[config.mk]
export PLATFORM = sky130hd
export DESIGN_NAME = sipo_fifo_buf
export DESIGN_NICKNAME = d
export VERILOG_FILES = /design/src/rtl/sipobuf_pkg.sv /design/src/rtl/sipobuf_mem.sv /design/src/rtl/sipo_fifo_buf.sv
export SDC_FILE = /design/constraint.sdc
export NUM_CORES = 2
export LEC_CHECK = 0
export BUFFER_PORTS_ARGS = -buffer_cell sky130_fd_sc_hd__buf_2
export CAP_MARGIN = 20
export CORE_UTILIZATION = 53
export DETAILED_ROUTE_END_ITERATION = 7
export HOLD_SLACK_MARGIN = 0.12
export PLACE_DENSITY = 0.76
export SYNTH_ARGS = -nofsm -noshare
export SYNTH_HDL_FRONTEND = slang
export SYNTH_SLANG_ARGS = --single-unit
[constraint.sdc]
create_clock -name clk -period 8 [get_ports clk]
set_input_delay 0.4 -clock clk [delete_from_list [all_inputs] [get_ports clk]]
set_output_delay 0.4 -clock clk [all_outputs]
set_load 0.02 [all_outputs]
[src/rtl/sipobuf_pkg.sv]
// Shared constants and helpers for the serial-in/parallel-out capture buffer.
// Optional feature macro used by this block: SIPOBUF_PARITY_EN.
package sipobuf_pkg;

  localparam int SIPOBUF_WORD_W_DEF = 32;
  localparam int SIPOBUF_DEPTH_DEF  = 64;
  localparam int SIPOBUF_PAR_MAX_W  = 256;

  // Pointer width for a power-of-two depth (depth >= 2 keeps this >= 1).
  function automatic int ptr_w(input int depth);
    return (depth <= 2) ? 1 : $clog2(depth);
  endfunction

  // Even parity: XOR of all bits; callers zero-extend to the max width.
  function automatic logic parity(input logic [SIPOBUF_PAR_MAX_W-1:0] v);
    return ^v;
  endfunction

endpackage

[src/rtl/sipobuf_mem.sv]
// Word storage: simple dual-port array with synchronous write and a
// registered read port that doubles as the buffer's output register.
module sipobuf_mem
  import sipobuf_pkg::*;
#(
  parameter int DEPTH = SIPOBUF_DEPTH_DEF,
  parameter int EW    = SIPOBUF_WORD_W_DEF,
  parameter int AW    = ptr_w(DEPTH)
) (
  input  logic          clk,
  input  logic          reset,
  input  logic          wen,
  input  logic [AW-1:0] waddr,
  input  logic [EW-1:0] wdata,
  input  logic          ren,
  input  logic [AW-1:0] raddr,
  output logic [EW-1:0] rdata
);

  logic [EW-1:0] mem [DEPTH];

  always_ff @(posedge clk) begin
    if (wen) mem[waddr] <= wdata;
  end

  // Only the read register is reset; the array keeps stale contents.
  always_ff @(posedge clk or negedge reset) begin
    if (!reset)   rdata <= '0;
    else if (ren) rdata <= mem[raddr];
  end

endmodule

[src/rtl/sipo_fifo_buf.sv]
// Serial-in/parallel-out buffer: bit assembler feeding a DEPTH-entry FIFO
// with a valid/ready output register. Optional parity: SIPOBUF_PARITY_EN.
module sipo_fifo_buf
  import sipobuf_pkg::*;
#(
  parameter int WORD_W = SIPOBUF_WORD_W_DEF,
  parameter int DEPTH  = SIPOBUF_DEPTH_DEF
) (
  input  logic                       clk,
  input  logic                       reset,
  input  logic                       sin,
  input  logic                       sin_valid,
  input  logic                       flush,
  output logic [WORD_W-1:0]          pout,
  output logic                       pout_valid,
  input  logic                       pout_ready,
  output logic                       full,
  output logic                       empty,
  output logic [$clog2(DEPTH):0]     count,
  output logic [$clog2(WORD_W)-1:0]  bit_cnt,
  output logic                       overflow
`ifdef SIPOBUF_PARITY_EN
  ,
  output logic                       pout_par
`endif
);

  localparam int AW = ptr_w(DEPTH);
  localparam int CW = $clog2(DEPTH) + 1;
  localparam int BW = $clog2(WORD_W);
`ifdef SIPOBUF_PARITY_EN
  localparam int EW = WORD_W + 1;
`else
  localparam int EW = WORD_W;
`endif

  logic [WORD_W-1:0] asm_q;
  logic [BW-1:0]     bit_q;
  logic [AW-1:0]     wptr, rptr;
  logic [CW-1:0]     cnt_q;
  logic              vld_q, ovf_q;

  logic              word_done, full_w, empty_w, wr, fetch;
  logic [WORD_W-1:0] word;
  logic [EW-1:0]     wdata, rdata;

  assign word_done = sin_valid && (bit_q == BW'(WORD_W - 1));
  assign word      = {asm_q[WORD_W-2:0], sin};
  assign full_w    = (cnt_q == CW'(DEPTH));
  assign empty_w   = (cnt_q == '0);

  // Status is taken before the edge, so a word completing while full is
  // dropped even if a fetch frees a slot on the same edge.
  assign wr    = !flush && word_done && !full_w;
  assign fetch = !flush && (!vld_q || pout_ready) && !empty_w;

`ifdef SIPOBUF_PARITY_EN
  assign wdata = {parity(SIPOBUF_PAR_MAX_W'(word)), word};
`else
  assign wdata = word;
`endif

  sipobuf_mem #(.DEPTH(DEPTH), .EW(EW), .AW(AW)) u_mem (
    .clk   (clk),
    .reset (reset),
    .wen   (wr),
    .waddr (wptr),
    .wdata (wdata),
    .ren   (fetch),
    .raddr (rptr),
    .rdata (rdata)
  );

  always_ff @(posedge clk or negedge reset) begin
    if (!reset) begin
      asm_q <= '0;
      bit_q <= '0;
      wptr  <= '0;
      rptr  <= '0;
      cnt_q <= '0;
      vld_q <= 1'b0;
      ovf_q <= 1'b0;
    end else if (flush) begin
      asm_q <= '0;
      bit_q <= '0;
      wptr  <= '0;
      rptr  <= '0;
      cnt_q <= '0;
      vld_q <= 1'b0;
      ovf_q <= 1'b0;
    end else begin
      if (sin_valid) begin
        asm_q <= word;
        bit_q <= word_done ? '0 : bit_q + BW'(1);
      end
      if (word_done && full_w) ovf_q <= 1'b1;
      if (wr)    wptr <= wptr + AW'(1);
      if (fetch) rptr <= rptr + AW'(1);
      case ({wr, fetch})
        2'b10:   cnt_q <= cnt_q + CW'(1);
        2'b01:   cnt_q <= cnt_q - CW'(1);
        default: cnt_q <= cnt_q;
      endcase
      if (fetch)           vld_q <= 1'b1;
      else if (pout_ready) vld_q <= 1'b0;
    end
  end

  assign pout       = rdata[WORD_W-1:0];
  assign pout_valid = vld_q;
  assign full       = full_w;
  assign empty      = empty_w;
  assign count      = cnt_q;
  assign bit_cnt    = bit_q;
  assign overflow   = ovf_q;
`ifdef SIPOBUF_PARITY_EN
  assign pout_par   = rdata[WORD_W];
`endif

endmodule

Word-level counts from Yosys, hierarchy flattened
Memories as Yosys holds them, arrays and structs flattened. A register that Yosys moved wholly into a read port is not among the register bits.
Cells that the tools add are included.
{"block": "totals", "ff_bits": 57, "word_cells": 54, "ramBits": 2048, "inputBits": 6, "n_memories": 1, "out_inout_bits": 48}
{"block": "classes", "n_reduce_logical": 19, "eq_ne": 4, "muxes": 18, "add_sub_neg": 5}
{"memory": "u_mem.mem", "depth": 64, "width": 32, "rd": 1, "rd_clocked_by_memory_dff": 1, "wr": 1, "line_no": "sipobuf_mem.sv:20", "source": "logic [EW-1:0] mem [DEPTH];"}
{"op": "$mux 31", "count": 2}
{"op": "$mux 6", "count": 4}
{"op": "$mux 5", "count": 3}
{"op": "$pmux 7 s2", "count": 1}
{"op": "$add 6x1->6 const B", "count": 2}
{"op": "$reduce_bool 2->1", "count": 4}
{"op": "$add 7x1->7 const B", "count": 1}
{"op": "$eq 7x7->1 const B", "count": 1}
{"op": "$logic_not 7->1", "count": 1}
{"op": "$mux 1", "count": 7}
{"op": "$mux 7", "count": 1}
{"op": "$sub 7x1->7 const B", "count": 1}
{"op": "$logic_and 1x1->1", "count": 6}
{"op": "$reduce_bool 3->1", "count": 2}
{"op": "$add 5x1->5 const B", "count": 1}
{"op": "$eq 5x5->1 const B", "count": 1}
{"op": "$logic_not 1->1", "count": 5}
{"op": "$eq 2x1->1 const B", "count": 1}
{"op": "$eq 2x2->1 const B", "count": 1}
{"op": "$logic_or 1x1->1", "count": 1}

Depth between registers and ports, before layout
{"block": "depth", "ltp_word": 7, "mapped_depth": 12, "mapped_depth_nobuf": 12}

By module
A second synthesis with hierarchy kept.
{"block": "hier_totals", "hier_cells": 4112, "area_unflattened_um2": 82875.7}
{"mod": "sipobuf_mem", "seq_area_each_um2": 62299.8, "cells_per_inst": 3843, "area_per_inst_um2": 79990.5, "n_inst": 1}
{"mod": "sipo_fifo_buf", "seq_area_each_um2": 1426.4, "cells_per_inst": 269, "area_per_inst_um2": 2885.3, "n_inst": 1}

Least setup slack after synthesis
Ideal clock, no wire load.
{"block": "synth_timing", "path_kind": "flip-flop to flip-flop", "start": "register bit_q[0], in the netlist bit_cnt[0]", "end": "memory u_mem.mem[27][0] (netlist bit) (enable)", "t_arrival_ns": 3.583, "required_ns": 7.579, "path_stages_with_launch": 9, "setup_slack_ns": 3.996, "cell_sequence": "dfrtp_1 ha_1 and3_1 ha_1 nand2_1 a311oi_2 nor2b_1 nand3_1 nor2_1"}
{"block": "synth_via", "elab_chain_len": 6}
{"element": "start, declared", "line_no": "sipo_fifo_buf.sv:38", "source": "logic [BW-1:0] bit_q;"}
{"element": "start signal, assigned", "line_no": "sipo_fifo_buf.sv:94", "source": "bit_q <= word_done ? '0 : bit_q + BW'(1);"}
{"element": "$eq 5x5->1", "line_no": "sipo_fifo_buf.sv:47", "source": "assign word_done = sin_valid && (bit_q == BW'(WORD_W - 1));"}
{"element": "$logic_and 1x1->1", "line_no": "sipo_fifo_buf.sv:47"}
{"element": "$logic_and 1x1->1 (2 in series)", "line_no": "sipo_fifo_buf.sv:54", "source": "assign wr = !flush && word_done && !full_w;"}
{"element": "$mux 1", "line_no": "sipobuf_mem.sv:23", "source": "if (wen) mem[waddr] <= wdata;"}
{"element": "$mux 1 (not written as such)", "line_no": "sipobuf_mem.sv:23"}
{"element": "end, declared", "line_no": "sipobuf_mem.sv:20"}
No other way between the ends.

Worst setup path after layout
{"block": "layout_timing", "start": "register bit_q[0], in the netlist bit_cnt[0]", "end": "memory u_mem.mem[43][10] (netlist bit) (enable)"}
The elaborated chain is that of the path after synthesis.

==> flow_summary.yaml <==
outcome:
  status: "finished clean"
global_routing:
  antenna_found_initial: 0
  first_global_vias: 39369
  grt_use_total: 0.253
  grt_pass1_wl_microns: 281000
  grt_overflow_total: 0
  grt_max_degree: 124
routing:
  drc: 0
  firstDrtPassIters: 5
  via_per_inst: 6.47
  ant_nets: 0
  drt_iter0_drc: 5791
  wl_per_cell_microns: 32.2
  wirelength_microns: 198000
  via_count: 39772
placement:
  port_buffers: 53
  placedInstanceArea_sq_um: 85400
  gp_congestion: 0.916
  hpwl_microns: 105000
critical_path:
  critPathMaxFanout: 32
  worstPathArrival_ns: 4.91
  crit_path_max_incr_delay_ns: 1.19
  critPathKind: "flop to flop"
  start_kind: "flop"
  crit_slowest_cell: "nor2_4"
  cp_data_required_time_ns: 8.43
  cp-end-kind: "flop"
  crit_top_cell: "ha_1"
  crit_chain: "ha_1 -> and3_1 -> ha_1 -> nand2_1 -> a311oi_2 -> buf_4 -> nor2b_1 -> nand3_1 -> nor2_4"
sta:
  fin_crit_sh: 0.560
  fmax_mhz: 223
  rsz0062_at_grt: "false"
  relSlewSlack: 0.219
  clock_skew_ns: 0.0334
  hold_viol: 0
  post-route-min-period_ns: 4.48
  slew_violations: 0
  setup_violations: 0
  worst_pin_slew_ns: 1.17
  fin_setup_tns_ns: 0
finish:
  layout_common_cells: "edfxtp_1 (2048), mux4_2 (483), mux2i_1 (286)"
  syn_to_final_growth_pct: 11.8
  fin_nets: 3955
  layout_commonest_cell: "edfxtp_1"
  register_area_sq_um: 63800
  final_cell_area_sq_um: 91800
  multi_input_area_sq_um: 17800
  nFillCells: 10400
  drive_above_1_share: 0.257
yosys:
  synth_enable_flop_cells: 2048
  synth_area_per_cell_sq_um: 21.8
  syn_nets: 3781
  yosysSeqAreaShare: 0.776
  ys_types: 57
  async_reset_ff_frac: 0.0416
  syn-instance-count: 3765
  yosys_warnings: 0
  yosys_register_bits: 2137
  synth_flop_cell: "edfxtp_1"
  netlist_area_sq_um: 82100
pwr:
  p_sw_mw: 6.24
  p_clk_frac: 0.361
  power.share.combinational: 0.140
  power_leakage_nw: 28.4
  internal_power_mw: 18.7
  swShare: 0.250
  seqPwrFrac: 0.499
  p_per_area_nw_per_um2: 271
  total_power_mw: 24.9
  vdd_drop_max_mv: 0.270
job:
  maxCapViolations: 0
floorplan:
  dieArea_sq_um: 156000
  rows: 144
  die_h_microns: 396
  fp.coreArea_sq_um: 154000
  die_x_microns: 396
  io-pin-count: 54
  start_util: 0.533
clock_tree:
  clock_sinks: 2137
  path_clk_slew_ns: 0.06
  cts_tree: "done"
  cts_made_buffers: 192
  worstSkewPairLatency_ns: 0.83
  clockBufferDepth: 3
  htree_levels: 4
  cts_root_buffer: "clkbuf_16"
worst_hold_path:
  worst_hold_path_type: "input pin to flop"
## cell usage after synthesis (3+ instances only)
library cell,count,area (sq um)
nor3_1,4,20.0
or3b_2,4,35.0
dfrtp_1,89,2230
or4_1,29,218
a31oi_1,31,194
xor2_1,8,70.1
ha_1,9,113
clkbuf_1,78,293
o21ai_0,3,15.0
mux2_2,4,45.0
nand3_1,11,55.1
buf_1,33,124
buf_2,57,285
edfxtp_1,2048,61500
nand3b_1,8,60.1
nand2b_1,6,37.5
a21oi_1,40,200
nor2b_1,11,68.8
o21ai_1,31,155
buf_6,13,146
a22oi_1,28,210
or3_1,3,18.8
nor2_1,190,713
o22ai_1,89,557
nand4_1,6,37.5
mux4_2,483,10900
inv_1,6,22.5
buf_4,27,203
nand2_1,86,323
xnor2_1,7,61.3
mux2i_1,286,2860
a211oi_1,4,30.0
## per-layer routing
metal	vias up	GRT usage	wire length, microns	part of all wire
met5	-	0	0	0
met4	0	0.103	8210	0.041
met3	351	0.0493	20200	0.10
met2	2483	0.393	95200	0.48
met1	20905	0.357	74500	0.38
li1	16033	-	-	-
## power groups by stage
| stage | logic [mW] | clock network (mW) | registers [mW] |
|---|---|---|---|
| floorplan | 2.68 | 0 | 12.6 |
| CTS | 3.52 | 9.08 | 12.4 |
| global route | 3.69 | 9.47 | 12.4 |
| finish | 3.48 | 9.00 | 12.4 |
| detailed placement | 3.50 | 0 | 12.7 |
| global placement | 3.47 | 0 | 12.7 |
## worst max-delay path: cells and delay by family, from the launching register on
family	cells	cell delay, ns
simple gates	5	2.60
buf+inv	1	0.25
compound gates	1	0.32
fa+ha+maj	2	0.44
flops	1	0.43
## state kept, by name, indices dropped and copies added, names as in the netlist, 5 cells and up
register,count
asm_q,31
bit_cnt,5
count,7
rptr,6
u_mem.mem,2048
u_mem.rdata,32
wptr,6
## what timing repair did
action                    CTS  global route
buffers inserted            0             0
resized for setup           0             0
hold buffers                4             0
hold endpoints to repair   41             0
## logic make-up after synthesis
group | synth area share
flops | 0.776
simple gates | 0.0205
mux | 0.168
xor+xnor | 0.00160
fa+ha+maj | 0.00162
buf+inv | 0.0131
compound gates | 0.0186
## path summary, 6_finish.rpt
kind,start,end,slack [ns],cells after the start
worst max-delay path,bit_cnt[0],u_mem.mem[43][10],3.52,9
worst min-delay path,flush,overflow,0.22,3
worst max register to register,bit_cnt[0],u_mem.mem[43][10],3.52,9
worst min register to register,u_mem.rdata[20],u_mem.rdata[20],0.49,2
max in group asynchronous,reset,rptr[2],6.48,4
min in group asynchronous,reset,bit_cnt[0],0.66,4
## cell type report
class | count | area share
Antenna cell | 3 | 0.0000818
Clock buffer | 257 | 0.0575
Clock inverter | 100 | 0.00933
Inverter | 7 | 0.000286
Multi-Input combinational cell | 1413 | 0.193
Sequential cell | 2137 | 0.695
Tap cell | 2044 | 0.0279
Timing Repair Buffer | 188 | 0.0165
## metrics by stage
step / utilization / std cells / hold WS, ns / setup WS [ns]
2_1_floorplan: - / 3765 / 0.104 / 4.00
3_3_place_gp: 0.555 / 5774 / 0.422 / 3.28
3_5_place_dp: 0.555 / 5776 / 0.431 / 3.25
4_1_cts: 0.595 / 6137 / 0.166 / 3.51
5_1_grt: 0.596 / 6146 / 0.232 / 3.27
6_report: 0.596 / 6149 / 0.215 / 3.52
Power figures use the tool's default switching activity.
